**config.mk**
```make
export PLATFORM = sky130hd
export DESIGN_NAME = booth_control_unit
export DESIGN_NICKNAME = d
export VERILOG_FILES = /design/src/rtl/booth_control_unit.sv
export SDC_FILE = /design/constraint.sdc
export NUM_CORES = 1
export LEC_CHECK = 0
export CAP_MARGIN = 20
export CORE_AREA = 2 2 39 41
export CTS_CLUSTER_SIZE = 12
export DETAILED_ROUTE_END_ITERATION = 16
export DIE_AREA = 0 0 41 43
export PLACE_DENSITY = 0.48
export SETUP_SLACK_MARGIN = 0.15
export SYNTH_ARGS = -nofsm -noshare
export SYNTH_HDL_FRONTEND = slang
export SYNTH_SLANG_ARGS = --single-unit
```
**constraint.sdc**
```tcl
create_clock -name clk -period 1.3 [get_ports clk]
set_clock_uncertainty 0.05 [all_clocks]
set_input_delay 0.13 -clock clk [delete_from_list [all_inputs] [get_ports clk]]
set_output_delay 0.13 -clock clk [all_outputs]
set_load 0.05 [all_outputs]
```
**src/rtl/booth_control_unit.sv**
```systemverilog
// Moore sequencer for an 8-bit radix-2 Booth multiplier: load, add/sub, arithmetic shift, 8 iterations.
// Latency: done in cycle 18 (no add/sub) up to 26 (add/sub every iteration) after start is sampled.
// No backpressure: start is only honoured in IDLE and is ignored while busy.
module booth_control_unit (
    input  logic       clk,
    input  logic       reset,
    input  logic       start,
    input  logic       q0,
    input  logic       q_m1,
    input  logic [2:0] count,
    output logic       load,
    output logic       add,
    output logic       sub,
    output logic       shift,
    output logic       count_up,
    output logic       cnt_clr,
    output logic       busy,
    output logic       done
);

    typedef enum logic [2:0] {
        IDLE  = 3'd0,
        LOAD  = 3'd1,
        TEST  = 3'd2,
        ADD   = 3'd3,
        SUB   = 3'd4,
        SHIFT = 3'd5,
        DONE  = 3'd6
    } state_t;

    state_t state, next_state;

    always_ff @(posedge clk or posedge reset) begin
        if (reset) begin
            state <= IDLE;
        end else begin
            state <= next_state;
        end
    end

    always_comb begin
        next_state = state;
        load       = 1'b0;
        add        = 1'b0;
        sub        = 1'b0;
        shift      = 1'b0;
        count_up   = 1'b0;
        cnt_clr    = 1'b0;
        busy       = 1'b1;
        done       = 1'b0;
        unique case (state)
            IDLE: begin
                busy = 1'b0;
                if (start) next_state = LOAD;
            end
            LOAD: begin
                load       = 1'b1;
                cnt_clr    = 1'b1;
                next_state = TEST;
            end
            TEST: begin
                // Booth recoding of the current multiplier bit pair {Q[0], Q[-1]}
                case ({q0, q_m1})
                    2'b10:   next_state = SUB;
                    2'b01:   next_state = ADD;
                    default: next_state = SHIFT;
                endcase
            end
            ADD: begin
                add        = 1'b1;
                next_state = SHIFT;
            end
            SUB: begin
                sub        = 1'b1;
                next_state = SHIFT;
            end
            SHIFT: begin
                shift = 1'b1;
                // count==7 marks the eighth shift; the counter is never wrapped
                if (count == 3'd7) begin
                    next_state = DONE;
                end else begin
                    count_up   = 1'b1;
                    next_state = TEST;
                end
            end
            DONE: begin
                done       = 1'b1;
                next_state = IDLE;
            end
            default: begin
                busy       = 1'b0;
                next_state = IDLE;
            end
        endcase
    end

endmodule
```
==> results of run 1 <==
==> worst max-delay path: cells and delay by family (launching register included) <==
kind	cells	cell delay, ps
buf+inv	1	150
flops	1	440
simple gates	2	390
==> power groups by stage <==
stage | logic, mW | registers, mW | clock network [mW]
finish | 1.35 | 0.242 | 0.160
detailed placement | 1.17 | 0.226 | 0
global placement | 1.16 | 0.223 | 0
floorplan | 0.828 | 0.156 | 0
global route | 1.42 | 0.256 | 0.179
CTS | 1.34 | 0.244 | 0.165
==> routing by layer <==
metal  vias up  GRT usage, %  wire [µm]
met5         -             0          0
met4         0         4.000          0
met3         0         4.712         39
met2         9         14.69        361
met1       135         11.97        261
li1        146             -          -
==> logic make-up after synthesis <==
logic type / Yosys count
buffers and inverters: 6
AOI/OAI and AO/OA: 3
and+or+nand+nor: 16
DFF: 3
xor gates and xnor gates: 1
==> final timing paths <==
path	startpoint	depth (start not counted)	end	slack [ps]
max	state[0]	3	count_up	-80
min	reset	2	state[1]	10
max reg2reg	state[0]	3	state[1]	110
min reg2reg	state[0]	2	state[0]	640
max in group asynchronous	reset	2	state[2]	1050
min in group clk	start	3	state[0]	460
==> area by class of cell <==
cell class                      instances  area, µm²  area share, %
Sequential cell                         3      78.83          12.55
Timing Repair Buffer                   23      289.0          46.02
Tap cell                               16      20.02          3.187
Multi-Input combinational cell         20      206.4          32.87
Inverter                                2      7.507          1.195
Clock buffer                            4      26.28          4.183
==> timing repair <==
| action | 4_1_cts | 5_1_grt |
|---|---|---|
| pin swaps | 1 | 1 |
| setup buffers | 2 | 1 |
| hold buffers | 0 | 0 |
| setup endpoints to repair | 10 | 10 |
| resized for setup | 12 | 1 |
==> placed cells by master (no fill, tap or decap), drive strengths merged <==
| master | instances |
|---|---|
| buf | 16 |
| clkdlybuf4s50 | 7 |
| clkbuf | 4 |
| dfrtp | 3 |
| and3 | 3 |
| nor2 | 3 |
| inv | 2 |
| nor3b | 2 |
| nor3 | 2 |
| nand2b | 1 |
| or3b | 1 |
| o22ai | 1 |
| o32ai | 1 |
| nor2b | 1 |
| and2 | 1 |
| nand3 | 1 |
| and4bb | 1 |
| xnor2 | 1 |
| a211oi | 1 |
==> per-stage QoR <==
step | setup slack [ps] | util (%)
3_3_place_gp | 73.16 | 38.34
3_5_place_dp | 45.69 | 38.34
6_report | -82.71 | 45.39
4_1_cts | -95.24 | 44.67
2_1_floorplan | -104.5 | -
5_1_grt | -132.7 | 45.39
==> reports/qor.yml, run 1 <==
clk_latency_ps: 230
antenna_found_initial: 0
crit_slowest_cell: "dfrtp_2"
clkSinkCount: 3
grt_overflow: 0
drc: 0
io_buffers: 15
synth_compound_area_share_pct: 13.17
worstPathMaxFanout: 6
ys_warn_count: 0
muxShareOfSynthArea_pct: 0
synth-main-ff-cell: "dfrtp_1"
start_kind: "flip-flop"
max_cap_viol_count: 0
setup_viol: 8
clock.fmax_ghz: 0.7232
slew_viol_final: 0
gp_congestion: 0.6723
clockRootBuffer: "clkbuf_4"
vias: 290
grt_first_pass_wirelength_um: 1207
num_antenna_cells: 0
violations: "negative setup slack"
yosysTopAreaCell: "dfrtp_1"
synth_cell_types: 19
syn_area_um2: 256.5
vias_per_cell: 4.265
hold_class: "in2async"
fin_tns_setup_ps: -482.9
fillCellCount: 134
critPathKind: "reg2out"
p_sw_uw: 802.5
switching_share_pct: 45.72
synth_top_family_by_area: "simple AND/OR/NAND/NOR gates"
routedWlPerCell_um: 9.735
final.setup.worst_slack_ps: -82.71
fin_area_um2: 628.1
synth_fa_ha_area_share_pct: 0
power_density_nw_per_um2: 2795
critPathArrivalTime_ps: 1200
synth-edff-count: 0
max-vdd-ir-drop_v: 0.001105
hold_slack_ps: 14.45
cts.path.max_buffers: 2
yosys-top-cells-count: "3 x and3_1, 3 x dfrtp_1, 3 x nor2_1"
synth-simple-area-share_pct: 39.02
top_register: "state"
first_pass_iters: 1
instances_no_fill: 68
period_share_pct: 106.4
start_util_pct: 18.54
seq_power_share_pct: 13.8
slew_headroom_pct: 82.60
reg_top3: "state: 3 flops"
fp.dieH_um: 43
first_iter_violations: 0
max_slew.worst_pin.slew_ps: 260.2
synth-seq-area-share_pct: 29.27
die_x_um: 41
power.share.clock_pct: 9.1
critPathCaptureType: "primary output"
largest_reg_flops: 3
synth_cells: 29
drive_above_1_share_pct: 73.08
p_int_uw: 952.9
nNetsFinal: 61
grt_pass1_vias: 321
hold_violations: 0
h-tree-depth: 1
outcome: "complete, but fails checks"
placed_cell_area_um2: 530.5
design.die.area_um2: 1763
synth_area_leaders: "dfrtp_1 29%, and3_1 7.3%, buf_4 5.9%"
wl_um: 662
synth_xor_area_share_pct: 3.415
tritoncts: "built"
min_period_ps: 1383
slowest_delay_ps: 440
synth.top_cell.area_share_pct: 29.27
async_flop_share_pct: 100.0
avgSynthCellArea_um2: 8.845
grt_util_all_layers_pct: 9.960
ant_nets: 0
cts_buffers: 3
grt_setup_unrepaired: "yes"
grt_max_degree: 10
p_comb_share_pct: 77.1
area.growth.synth_to_final_pct: 144.9
clk_pin_slew_ps: 40
finalPower_mw: 1.755
rows: 14
design.core.area_um2: 1384
synth_fp_nets: 37
ys_ff_latch: 3
place_inst: 61
critical_path_required_ps: 1120
p_leak_nw: 0.2557
worstPathCellList: "nor2b_2, and3_2, buf_12"
ios: 16
Power figures use the tool's default switching activity.
==> inputs of run 2 (changes only) <==
- ABC_CLOCK_PERIOD_IN_PS: not set -> 1300
==> results of run 2 <==
Same layout as run 1: the final DEF is identical, and so are final timing and power.
